### src/rtl/f1_itlb_pkg.sv
// Shared front-end definitions for the instruction TLB: walk FSM encoding
// and width helpers derived from the address parameters.
package f1_itlb_pkg;

   typedef enum logic [1:0] {
      WALK_IDLE = 2'd0,
      WALK_REQ  = 2'd1,
      WALK_WAIT = 2'd2
   } walk_state_e;

   // Bits below the cache-line address (byte offset inside a line).
   function automatic int line_width(input int xlen, input int clc_width);
      return xlen - clc_width;
   endfunction

   // Width of a virtual or physical page number.
   function automatic int vpn_width(input int xlen, input int page_bits);
      return xlen - page_bits;
   endfunction

endpackage

### src/rtl/f1_itlb_if.sv
// Page-walk port of the instruction TLB: valid/ready request towards the
// walker, single-cycle response pulse back.
interface f1_itlb_if #(
   parameter int VPN_W = 20
);
   logic             walk_req_valid;
   logic             walk_req_ready;
   logic [VPN_W-1:0] walk_req_vpn;
   logic             walk_resp_valid;
   logic [VPN_W-1:0] walk_resp_ppn;
   logic             walk_resp_pcd;
   logic             walk_resp_fault;

   // TLB side issues requests and consumes responses.
   modport master (
      output walk_req_valid, walk_req_vpn,
      input  walk_req_ready, walk_resp_valid, walk_resp_ppn,
             walk_resp_pcd, walk_resp_fault
   );

   // Walker side serves requests and produces responses.
   modport slave (
      input  walk_req_valid, walk_req_vpn,
      output walk_req_ready, walk_resp_valid, walk_resp_ppn,
             walk_resp_pcd, walk_resp_fault
   );
endinterface

### src/rtl/f1_itlb_cam.sv
// Fully associative translation store: two parallel lookup ports and one
// install port. Victim is the lowest free entry, otherwise a round-robin
// pointer that only advances when a live entry is overwritten.
module itlb_cam #(
   parameter int ENTRIES = 8,
   parameter int VPN_W   = 20
) (
   input  logic             clk,
   input  logic             rst,
   input  logic             flush,
   input  logic [VPN_W-1:0] rd_vpn_a,
   output logic             rd_hit_a,
   output logic [VPN_W-1:0] rd_ppn_a,
   output logic             rd_pcd_a,
   input  logic [VPN_W-1:0] rd_vpn_b,
   output logic             rd_hit_b,
   output logic [VPN_W-1:0] rd_ppn_b,
   output logic             rd_pcd_b,
   input  logic             wr_en,
   input  logic [VPN_W-1:0] wr_vpn,
   input  logic [VPN_W-1:0] wr_ppn,
   input  logic             wr_pcd
);
   localparam int IDX_W = $clog2(ENTRIES);

   logic [ENTRIES-1:0] valid;
   logic [VPN_W-1:0]   tag [ENTRIES];
   logic [VPN_W-1:0]   ppn [ENTRIES];
   logic [ENTRIES-1:0] pcd;
   logic [IDX_W-1:0]   rr_ptr;
   logic [IDX_W-1:0]   victim;
   logic [ENTRIES-1:0] match_a;
   logic [ENTRIES-1:0] match_b;

   // Match both lookup ports; at most one entry matches, so OR-merging is exact.
   always_comb begin
      match_a  = '0;
      match_b  = '0;
      rd_ppn_a = '0;
      rd_ppn_b = '0;
      for (int i = 0; i < ENTRIES; i++) begin
         match_a[i] = valid[i] & (tag[i] == rd_vpn_a);
         match_b[i] = valid[i] & (tag[i] == rd_vpn_b);
         rd_ppn_a   = rd_ppn_a | ({VPN_W{match_a[i]}} & ppn[i]);
         rd_ppn_b   = rd_ppn_b | ({VPN_W{match_b[i]}} & ppn[i]);
      end
      rd_hit_a = |match_a;
      rd_hit_b = |match_b;
      rd_pcd_a = |(match_a & pcd);
      rd_pcd_b = |(match_b & pcd);
   end

   // Pick the lowest-index free entry, falling back to the round-robin pointer.
   always_comb begin
      victim = rr_ptr;
      for (int i = ENTRIES - 1; i >= 0; i--) begin
         victim = valid[i] ? victim : IDX_W'(i);
      end
   end

   // Valid bits and replacement pointer; flush wipes both.
   always_ff @(posedge clk or posedge rst) begin
      if (rst) begin
         valid  <= '0;
         rr_ptr <= '0;
      end else if (flush) begin
         valid  <= '0;
         rr_ptr <= '0;
      end else if (wr_en) begin
         valid[victim] <= 1'b1;
         if (&valid) begin
            rr_ptr <= rr_ptr + IDX_W'(1);
         end
      end
   end

   // Translation payload; contents are meaningless while the valid bit is clear.
   always_ff @(posedge clk) begin
      if (wr_en) begin
         tag[victim] <= wr_vpn;
         ppn[victim] <= wr_ppn;
         pcd[victim] <= wr_pcd;
      end
   end

endmodule

### src/rtl/f1_itlb.sv
// Instruction TLB for the fetch stage: translates an even/odd cache-line
// pair per request, walks missing pages one at a time, latches faults.
module f1_itlb
   import f1_itlb_pkg::*;
#(
   parameter int XLEN      = 32,
   parameter int CLC_WIDTH = 28,
   parameter int PAGE_BITS = 12,
   parameter int ENTRIES   = 8
) (
   input  logic                 clk,
   input  logic                 rst,
   input  logic                 valid_in,
   input  logic [CLC_WIDTH-1:0] clc_even_in,
   input  logic [CLC_WIDTH-1:0] clc_odd_in,
   input  logic                 stall_in,
   input  logic                 flush_in,
   output logic                 ready_out,
   output logic                 addr_even_valid,
   output logic                 addr_odd_valid,
   output logic [XLEN-1:0]      addr_even,
   output logic [XLEN-1:0]      addr_odd,
   output logic                 hit,
   output logic                 pcd,
   output logic                 exception,
   f1_itlb_if.master            walk
);
   localparam int LINE_W = line_width(XLEN, CLC_WIDTH);
   localparam int VPN_W  = vpn_width(XLEN, PAGE_BITS);
   localparam int OFF_W  = PAGE_BITS - LINE_W;

   walk_state_e      state;
   logic [VPN_W-1:0] walk_vpn;
   logic             req_valid;
   logic             fault;

   logic [VPN_W-1:0] vpn_even;
   logic [VPN_W-1:0] vpn_odd;
   logic             hit_even;
   logic             hit_odd;
   logic [VPN_W-1:0] ppn_even;
   logic [VPN_W-1:0] ppn_odd;
   logic             pcd_even;
   logic             pcd_odd;
   logic             both_hit;
   logic             accept;
   logic             install;

   assign vpn_even = clc_even_in[CLC_WIDTH-1 -: VPN_W];
   assign vpn_odd  = clc_odd_in[CLC_WIDTH-1 -: VPN_W];
   assign both_hit = hit_even & hit_odd;

   // A request is taken only when both lines translate and nothing blocks it.
   assign accept    = (state == WALK_IDLE) & valid_in & ~stall_in & ~flush_in
                      & both_hit & ~fault;
   assign ready_out = accept;
   assign install   = (state == WALK_WAIT) & walk.walk_resp_valid
                      & ~walk.walk_resp_fault & ~flush_in;

   assign walk.walk_req_valid = req_valid;
   assign walk.walk_req_vpn   = walk_vpn;
   assign exception           = fault;

   itlb_cam #(
      .ENTRIES (ENTRIES),
      .VPN_W   (VPN_W)
   ) u_cam (
      .clk      (clk),
      .rst      (rst),
      .flush    (flush_in),
      .rd_vpn_a (vpn_even),
      .rd_hit_a (hit_even),
      .rd_ppn_a (ppn_even),
      .rd_pcd_a (pcd_even),
      .rd_vpn_b (vpn_odd),
      .rd_hit_b (hit_odd),
      .rd_ppn_b (ppn_odd),
      .rd_pcd_b (pcd_odd),
      .wr_en    (install),
      .wr_vpn   (walk_vpn),
      .wr_ppn   (walk.walk_resp_ppn),
      .wr_pcd   (walk.walk_resp_pcd)
   );

   // Page-walk sequencer: even page first, one outstanding walk, fault latch.
   always_ff @(posedge clk or posedge rst) begin
      if (rst) begin
         state     <= WALK_IDLE;
         walk_vpn  <= '0;
         req_valid <= 1'b0;
         fault     <= 1'b0;
      end else if (flush_in) begin
         state     <= WALK_IDLE;
         req_valid <= 1'b0;
         fault     <= 1'b0;
      end else begin
         case (state)
            WALK_IDLE: begin
               if (valid_in && !both_hit && !fault) begin
                  walk_vpn  <= hit_even ? vpn_odd : vpn_even;
                  req_valid <= 1'b1;
                  state     <= WALK_REQ;
               end
            end
            WALK_REQ: begin
               if (walk.walk_req_ready) begin
                  req_valid <= 1'b0;
                  state     <= WALK_WAIT;
               end
            end
            WALK_WAIT: begin
               if (walk.walk_resp_valid) begin
                  fault <= walk.walk_resp_fault;
                  state <= WALK_IDLE;
               end
            end
            default: begin
               req_valid <= 1'b0;
               state     <= WALK_IDLE;
            end
         endcase
      end
   end

   // Fetch-side result registers; a stall freezes them, any idle cycle drops valid.
   always_ff @(posedge clk or posedge rst) begin
      if (rst) begin
         addr_even_valid <= 1'b0;
         addr_odd_valid  <= 1'b0;
         hit             <= 1'b0;
         pcd             <= 1'b0;
         addr_even       <= '0;
         addr_odd        <= '0;
      end else if (flush_in) begin
         addr_even_valid <= 1'b0;
         addr_odd_valid  <= 1'b0;
         hit             <= 1'b0;
      end else if (stall_in) begin
         addr_even_valid <= addr_even_valid;
         addr_odd_valid  <= addr_odd_valid;
      end else if (accept) begin
         addr_even_valid <= 1'b1;
         addr_odd_valid  <= 1'b1;
         hit             <= 1'b1;
         pcd             <= pcd_even | pcd_odd;
         addr_even       <= {ppn_even, clc_even_in[OFF_W-1:0], {LINE_W{1'b0}}};
         addr_odd        <= {ppn_odd, clc_odd_in[OFF_W-1:0], {LINE_W{1'b0}}};
      end else begin
         addr_even_valid <= 1'b0;
         addr_odd_valid  <= 1'b0;
         hit             <= 1'b0;
      end
   end

endmodule

### src/flat_wrapper.sv
// flat-port wrapper written by rule: the top's interface ports become plain ports
module f1_itlb_flat import f1_itlb_pkg::*;
#(
   parameter int XLEN      = 32,
   parameter int CLC_WIDTH = 28,
   parameter int PAGE_BITS = 12,
   parameter int ENTRIES   = 8
)
  (clk, rst, valid_in, clc_even_in, clc_odd_in, stall_in, flush_in, ready_out, addr_even_valid, addr_odd_valid, addr_even, addr_odd, hit, pcd, exception, walk_walk_req_valid, walk_walk_req_vpn, walk_walk_req_ready, walk_walk_resp_valid, walk_walk_resp_ppn, walk_walk_resp_pcd, walk_walk_resp_fault);
  f1_itlb_if #(.VPN_W((20))) walk_i ();
  input  logic clk;
  input  logic rst;
  input  logic valid_in;
  input  logic [CLC_WIDTH-1:0] clc_even_in;
  input  logic [CLC_WIDTH-1:0] clc_odd_in;
  input  logic stall_in;
  input  logic flush_in;
  output logic ready_out;
  output logic addr_even_valid;
  output logic addr_odd_valid;
  output logic [XLEN-1:0] addr_even;
  output logic [XLEN-1:0] addr_odd;
  output logic hit;
  output logic pcd;
  output logic exception;
  output wire logic [$bits(walk_i.walk_req_valid)-1:0] walk_walk_req_valid;
  output wire logic [$bits(walk_i.walk_req_vpn)-1:0] walk_walk_req_vpn;
  input wire logic [$bits(walk_i.walk_req_ready)-1:0] walk_walk_req_ready;
  input wire logic [$bits(walk_i.walk_resp_valid)-1:0] walk_walk_resp_valid;
  input wire logic [$bits(walk_i.walk_resp_ppn)-1:0] walk_walk_resp_ppn;
  input wire logic [$bits(walk_i.walk_resp_pcd)-1:0] walk_walk_resp_pcd;
  input wire logic [$bits(walk_i.walk_resp_fault)-1:0] walk_walk_resp_fault;
  assign walk_walk_req_valid = walk_i.walk_req_valid;
  assign walk_walk_req_vpn = walk_i.walk_req_vpn;
  assign walk_i.walk_req_ready = walk_walk_req_ready;
  assign walk_i.walk_resp_valid = walk_walk_resp_valid;
  assign walk_i.walk_resp_ppn = walk_walk_resp_ppn;
  assign walk_i.walk_resp_pcd = walk_walk_resp_pcd;
  assign walk_i.walk_resp_fault = walk_walk_resp_fault;
  f1_itlb #(.XLEN(XLEN), .CLC_WIDTH(CLC_WIDTH), .PAGE_BITS(PAGE_BITS), .ENTRIES(ENTRIES)) u_core (.clk(clk), .rst(rst), .valid_in(valid_in), .clc_even_in(clc_even_in), .clc_odd_in(clc_odd_in), .stall_in(stall_in), .flush_in(flush_in), .ready_out(ready_out), .addr_even_valid(addr_even_valid), .addr_odd_valid(addr_odd_valid), .addr_even(addr_even), .addr_odd(addr_odd), .hit(hit), .pcd(pcd), .exception(exception), .walk(walk_i));
endmodule
### config.mk
export PLATFORM = sky130hd
export DESIGN_NAME = f1_itlb_flat
export DESIGN_NICKNAME = d
export VERILOG_FILES = /design/src/rtl/f1_itlb_pkg.sv /design/src/rtl/f1_itlb_if.sv /design/src/rtl/f1_itlb_cam.sv /design/src/rtl/f1_itlb.sv /design/src/flat_wrapper.sv
export SDC_FILE = /design/constraint.sdc
export NUM_CORES = 1
export LEC_CHECK = 0
export BUFFER_PORTS_ARGS = -buffer_cell sky130_fd_sc_hd__buf_2
export CAP_MARGIN = 20
export CORE_MARGIN = 5
export CORE_UTILIZATION = 50
export CTS_CLUSTER_SIZE = 20
export DETAILED_ROUTE_END_ITERATION = 12
export PLACE_DENSITY = 0.69
export SETUP_SLACK_MARGIN = 0.15
export SYNTH_ARGS = -nofsm -noshare
export SYNTH_HDL_FRONTEND = slang
export SYNTH_HIERARCHICAL = 1
export SYNTH_SLANG_ARGS = --single-unit
### constraint.sdc
create_clock -name clk -period 11.1 [get_ports clk]
set_clock_uncertainty 0.15 [all_clocks]
set_input_delay 1.665 -clock clk [delete_from_list [all_inputs] [get_ports clk]]
set_output_delay 1.665 -clock clk [all_outputs]
set_load 0.05 [all_outputs]
Yosys cells after proc, flatten, opt, wreduce, memory -nomap -nowiden. Memories as Yosys holds them, arrays and structs flattened. Index checks and enable logic that the tools add are counted.

Register bits after elaboration: 101. Bits in writable memories: 320. Output and inout port bits: 91. Word-level logic and storage cells: 157. Memories kept: 2.

Add/sub/neg operators: 1. Magnitude comparators: 2. Equal/unequal tests: 23. Mux-type cells: 34. Bitwise operators: 63. Reductions and logical operators: 21.

Memories: u_core.u_cam.ppn (words 8, bits a word 20, rd ports 8, clocked after memory_dff 0, wr ports 1, RTL line f1_itlb_cam.sv:28) `logic [VPN_W-1:0] ppn [ENTRIES];`; u_core.u_cam.tag (words 8, bits a word 20, rd ports 8, clocked after memory_dff 0, wr ports 1, RTL line f1_itlb_cam.sv:27) `logic [VPN_W-1:0] tag [ENTRIES];`.

Operators with widths (count): bitwise AND 20 bit (16); == test 20 bit (16); bitwise OR 20 bit (14); 2-to-1 mux 3 bit (11); OR reduction 8 bit (4); bitwise AND 1 bit (25); 2-to-1 mux 20 bit (1); bitwise AND 8 bit (2); 2-to-1 mux 8 bit (2); 2-to-1 mux 1 bit (12); AND reduction 3 bit (4); inequality test 3 bit (second input constant) (3); bitwise mux 8 bit (1); 2-to-1 mux 2 bit (4); bitwise OR 8 bit (1); AND reduction 8 bit (1); nonzero test 2 bit (4); case mux 2 bit (3 select lines) (1); < comparator 3 x 4 -> 1 bit (second input constant) (1); inverter 1 bit (4); AND reduction 2 bit (2); adder 3 x 1 -> 3 bit (second input constant) (1); demux 1 bit (select 3 bit) (1); greater-or-equal comparator 3 x 1 -> 1 bit (second input constant) (1); 9 further kinds (12).

Longest topological paths before layout.
Depth after elaboration: 15. Depth in mapped cells: 14. Depth with buffers taken out: 9.

Hierarchy. The synthesis kept the hierarchy.

By module, submodules not included: itlb_cam (times used 1, cells an instance 1453, area an instance 17411.7 µm²); f1_itlb (times used 1, cells an instance 275, area an instance 3585.9 µm²).

Worst setup path after synthesis. OpenSTA, ideal clock, no wires.

Kind: input-to-output. From: input clc_even_in[26]. To: output ready_out. Arrival time: 4.150 ns. Data required time: 9.285 ns. Setup slack: 5.135 ns. Stages on the path: 13. Path buffers: 5. Path through: buf_2 > xor2_1 > or4_1 > nor4bb_1 > and4_1 > buf_6 > buf_12 > a22oi_1 > nand4_1 > and2_1 > nor4b_4 > buf_6 > buf_6.

Longest elaborated chain between the ends: 6. Elaborated cells on any way between the ends: 20.

Ends and longest elaborated chain: start, declared (RTL line flat_wrapper.sv:14) `input logic [CLC_WIDTH-1:0] clc_even_in;`; == test 20 bit (RTL line f1_itlb_cam.sv:42) `match_a[i] = valid[i] & (tag[i] == rd_vpn_a);`; bitwise AND 1 bit (RTL line f1_itlb_cam.sv:42); OR reduction 8 bit (*) (RTL line f1_itlb_cam.sv:47) `rd_hit_a = |match_a;`; via u_core.hit_even (RTL line f1_itlb.sv:39) `logic hit_even;`; bitwise AND 1 bit (*) (RTL line f1_itlb.sv:51) `assign both_hit = hit_even & hit_odd;`; bitwise AND 1 bit (*) (2 in series) (RTL line f1_itlb.sv:55) `& both_hit & ~fault;`; end, declared (RTL line flat_wrapper.sv:18) `output logic ready_out;`.

Mark *: on every way through the listed nets, which the timed path passes. The rest lies on a longest branch.

Worst setup path after layout.
From: input clc_even_in[19]. To: output ready_out.

Same word-level chain as after synthesis.

==> impl_metrics.sql <==
INSERT INTO impl_metrics (metric_group, metric, value, unit) VALUES
('run_status', 'outcome', 'completed', ''),
('finish', 'layout.nets', '1941', ''),
('setup_path', 'classification_of_the_worst_setup_path', 'in -> out', ''),
('die', 'chip_width', '214.9', 'um'),
('setup_path', 'most_repeated_library_cell_on_the_critical_path', 'sky130_fd_sc_hd__buf_2', ''),
('timing', 'setup_total_negative_slack', '0', 'ns'),
('job', 'max_cap_viol_count', '0', ''),
('die', 'die_area', '46190', 'um^2'),
('setup_path', 'worst-endpoint-required', '9.29', 'ns'),
('routing', 'detailedRoute.firstIterationViolations', '2411', ''),
('routing', 'routedWlPerCell', '30.52', 'um'),
('cts', 'cts-htree-levels', '2', ''),
('pwr', 'power_per_cell_area', '150.4', 'nW/um^2'),
('die', 'core.rowCount', '75', ''),
('timing', 'slew_headroom', '17.18', '%'),
('placed_design', 'placement.io_buffers', '167', ''),
('global_route', 'gr-usage-all-layers', '31.05', '%'),
('logic_synthesis', 'synth_register_bits', '421', ''),
('timing', 'setup_viol_count_final', '0', ''),
('setup_path', 'timing.critical_path.cells', 'buf_2, xor2_1, nor4_1, and4_1, a22oi_1, nand4_1, buf_4, and2_1, nor4b_4, buf_2', ''),
('setup_path', 'crit_path_max_fanout', '29', ''),
('logic_synthesis', 'synth.cell_area', '21000', 'um^2'),
('global_route', 'grt.overflow.total', '0', ''),
('logic_synthesis', 'synth_area_per_cell', '12.15', 'um^2'),
('routing', 'vias', '16140', ''),
('logic_synthesis', 'yosys_most_used_dff', 'sky130_fd_sc_hd__edfxtp_1', ''),
('placed_design', 'dp.final_hpwl', '48580', 'um'),
('routing', 'drtPass1Iterations', '8', ''),
('routing', 'drt_wl_total', '74120', 'um'),
('setup_path', 'crit_slowest_cell', 'sky130_fd_sc_hd__and4_1', ''),
('logic_synthesis', 'ys.warnings.count', '6', ''),
('setup_path', 'crit_path_start_kind', 'input pin', ''),
('timing', 'rsz0062_at_grt', 'false', ''),
('routing', 'number_of_drc_violations_after_detailed_routing', '0', ''),
('cts', 'clock_tree_from_tritoncts', 'built', ''),
('cts', 'postCtsSetupRepairBufs', '0', ''),
('die', 'initial_core_util', '50.28', '%'),
('setup_path', 'worst-r2r-setup-slack', '5.71', 'ns'),
('die', 'floorplan.core_area', '41760', 'um^2'),
('pwr', 'static-leakage-power', '0.008438', 'uW'),
('cts', 'cts_hold_buffers', '0', ''),
('cts', 'cts.reportedPaths.clkPinSlew', '0.06', 'ns'),
('die', 'pin_count', '176', ''),
('global_route', 'grt_start_max_net_pins', '59', ''),
('timing', 'tightest_slew', '1.242', 'ns'),
('cts', 'cts_buffers', '45', ''),
('logic_synthesis', 'synth_edf_count', '328', ''),
('min_path', 'hp-class', 'reg -> reg', ''),
('cts', 'tritoncts_num_sinks', '421', ''),
('timing', 'layout_worst_path_cycle_share', '68.18', '%'),
('die', 'die_height', '214.9', 'um'),
('timing', 'max_freq', '132.1', 'MHz'),
('finish', 'final_instance_area', '23700', 'um^2'),
('logic_synthesis', 'synth_cells', '1728', ''),
('finish', 'fillerInstances', '3404', ''),
('setup_path', 'cp-end-kind', 'primary output', ''),
('logic_synthesis', 'synth_seq_area_share', '57.99', '%'),
('global_route', 'grt_pass1_vias', '15850', ''),
('placed_design', 'gp_congestion', '1.011', ''),
('finish', 'seqCellArea', '12180', 'um^2'),
('cts', 'post_cts_resized', '0', ''),
('setup_path', 'crit_path_max_incr_delay', '1.15', 'ns'),
('placed_design', 'post_placement_cell_area', '22230', 'um^2'),
('timing', 'finalHoldViolCount', '0', ''),
('cts', 'clock_tree_root_buffer_cell', 'sky130_fd_sc_hd__clkbuf_16', ''),
('cts', 'max-clock-path-buffers', '3', ''),
('pwr', 'ir_drop', '0.1057', 'mV'),
('global_route', 'grt_pass1_wl', '106700', 'um'),
('cts', 'clock_insertion_delay_worst_skew', '0.59', 'ns'),
('logic_synthesis', 'fraction_of_registers_with_async_set_or_reset_after_synthesis', '22.09', '%'),
('finish', 'multi_input_area', '8090', 'um^2'),
('global_route', 'grt_antenna_before_repair', '3', ''),
('finish', 'post_route_cells_drive_above_1_share', '18.73', '%'),
('finish', 'area_delta_synth_final', '12.87', '%'),
('timing', 'fin_crit', '7.568', 'ns'),
('logic_synthesis', 'post_synth_num_cell_types', '65', ''),
('routing', 'vias_per_cell', '6.645', ''),
('setup_path', 'worst_ep_arrival_time', '5.75', 'ns'),
('routing', 'post_drt_antenna_nets', '0', ''),
('timing', 'drv_slew', '0', ''),
('finish', 'antennaDiodeCount', '0', '');
[area by class of cell]
class | count | area share [%]
sequential | 421 | 51.38
multi-input combinational | 1144 | 34.14
clock buffer | 59 | 5.232
timing repair buffer | 210 | 4.936
tap | 539 | 2.846
clock inverter | 23 | 0.9345
inverter | 33 | 0.5332
[cell families after synthesis]
| family | Yosys count | share of synthesized area (%) |
|---|---|---|
| simple gates | 570 | 14.03 |
| flops | 421 | 57.99 |
| xor+xnor | 322 | 13.47 |
| compound gates | 185 | 7.353 |
| buf+inv | 170 | 3.980 |
| mux | 58 | 3.099 |
| fa+ha+maj | 1 | 0.05958 |
| other cells | 1 | 0.01786 |
[placed cells by master (no fill, tap or decap), types with 7 or more instances in the layout]
| cell | count |
|---|---|
| sky130_fd_sc_hd__a2111oi_0 | 21 |
| sky130_fd_sc_hd__a21oi_1 | 10 |
| sky130_fd_sc_hd__a221oi_1 | 8 |
| sky130_fd_sc_hd__a22oi_1 | 8 |
| sky130_fd_sc_hd__a32o_1 | 8 |
| sky130_fd_sc_hd__a32oi_1 | 37 |
| sky130_fd_sc_hd__and2_1 | 27 |
| sky130_fd_sc_hd__and3_1 | 7 |
| sky130_fd_sc_hd__buf_2 | 167 |
| sky130_fd_sc_hd__buf_4 | 41 |
| sky130_fd_sc_hd__clkbuf_1 | 9 |
| sky130_fd_sc_hd__clkbuf_16 | 46 |
| sky130_fd_sc_hd__clkinvlp_4 | 10 |
| sky130_fd_sc_hd__conb_1 | 8 |
| sky130_fd_sc_hd__dfrtp_1 | 93 |
| sky130_fd_sc_hd__edfxtp_1 | 328 |
| sky130_fd_sc_hd__inv_1 | 32 |
| sky130_fd_sc_hd__mux2_1 | 7 |
| sky130_fd_sc_hd__mux2_2 | 49 |
| sky130_fd_sc_hd__nand2_1 | 128 |
| sky130_fd_sc_hd__nand2b_1 | 9 |
| sky130_fd_sc_hd__nand3_1 | 57 |
| sky130_fd_sc_hd__nand4_1 | 25 |
| sky130_fd_sc_hd__nor2_1 | 42 |
| sky130_fd_sc_hd__nor2_4 | 8 |
| sky130_fd_sc_hd__nor3_1 | 138 |
| sky130_fd_sc_hd__nor4_1 | 93 |
| sky130_fd_sc_hd__o2111ai_1 | 38 |
| sky130_fd_sc_hd__o32ai_1 | 13 |
| sky130_fd_sc_hd__or2_2 | 7 |
| sky130_fd_sc_hd__xnor2_1 | 26 |
| sky130_fd_sc_hd__xor2_1 | 295 |
[critical path: cells and delay by family]
kind | cells | cell delay, ns
compound gates | 1 | 0.17
xor+xnor | 1 | 0.13
buf+inv | 3 | 1.00
simple gates | 5 | 2.74
[cell usage after synthesis (all sizes together) (4+ instances only)]
library cell,number,area (um^2)
mux2,56,630.6
a22oi,8,60.06
a32oi,37,324.1
and2,27,168.9
xnor2,26,227.7
o22a,6,52.55
nand2b,9,56.30
nor2,51,191.4
nand2,128,480.5
o2111ai,38,332.8
buf,71,464.2
or4,4,30.03
a21oi,10,50.05
o31ai,4,30.03
a32o,8,80.08
nand4,25,156.4
nor3,140,700.7
inv,33,123.9
clkbuf,66,247.7
a221oi,8,70.07
nor4,95,609.3
o32ai,13,113.9
nand3,57,285.3
or2,7,43.79
a221o,6,60.06
and3,7,43.79
xor2,296,2600
a31oi,6,37.54
dfrtp,93,2327
edfxtp,328,9849
o22ai,6,37.54
a2111oi,21,183.9
[layer usage]
metal,wire [um],GRT usage [%]
met4,3102,12.13
met5,41,0
met3,9515,8.190
met1,29070,43.76
met2,32390,46.37
[final timing paths]
path | from | to | cells after the start
setup / recovery | clc_even_in[19] | ready_out | 10
setup reg to reg | u_core/u_cam/tag[0][11] | u_core/addr_even[11] | 10
min in group asynchronous | rst | u_core/u_cam/rr_ptr[0] | 2
hold reg to reg | u_core/addr_even[7] | u_core/addr_even[7] | 1
max in group asynchronous | rst | u_core/addr_even[10] | 3
hold / removal | u_core/addr_even[7] | u_core/addr_even[7] | 1
[registers in the layout (all words and copies together), names as in the netlist]
signal,cells
u_core/u_cam/ppn,160
u_core/u_cam/tag,160
u_core/addr_even,28
u_core/addr_odd,28
u_core/walk.walk_req_vpn,20
u_core/u_cam/pcd,8
u_core/u_cam/valid,8
u_core/u_cam/rr_ptr,3
u_core/state,2
u_core/exception,1
u_core/hit,1
u_core/pcd,1
u_core/walk.walk_req_valid,1
[power breakdown]
part	internal (uW)	switching, uW
logic	67.5	191
registers	1740	63.2
clock network	860	640
total	2670	894
[metrics by stage]
stage | utilization, % | hold WS [ns] | instances | setup slack (ns) | power [uW]
2_1_floorplan | - | 0.3553 | 1735 | 5.135 | 1971
3_3_place_gp | 53.19 | 0.3140 | 2345 | 3.767 | 2088
3_5_place_dp | 53.23 | 0.3206 | 2346 | 3.758 | 2092
4_1_cts | 56.73 | 0.3347 | 2428 | 3.754 | 3584
5_1_grt | 56.75 | 0.3571 | 2429 | 3.445 | 3671
6_report | 56.75 | 0.3272 | 2429 | 3.532 | 3565
No activity file was read; power rests on OpenSTA's default activity.
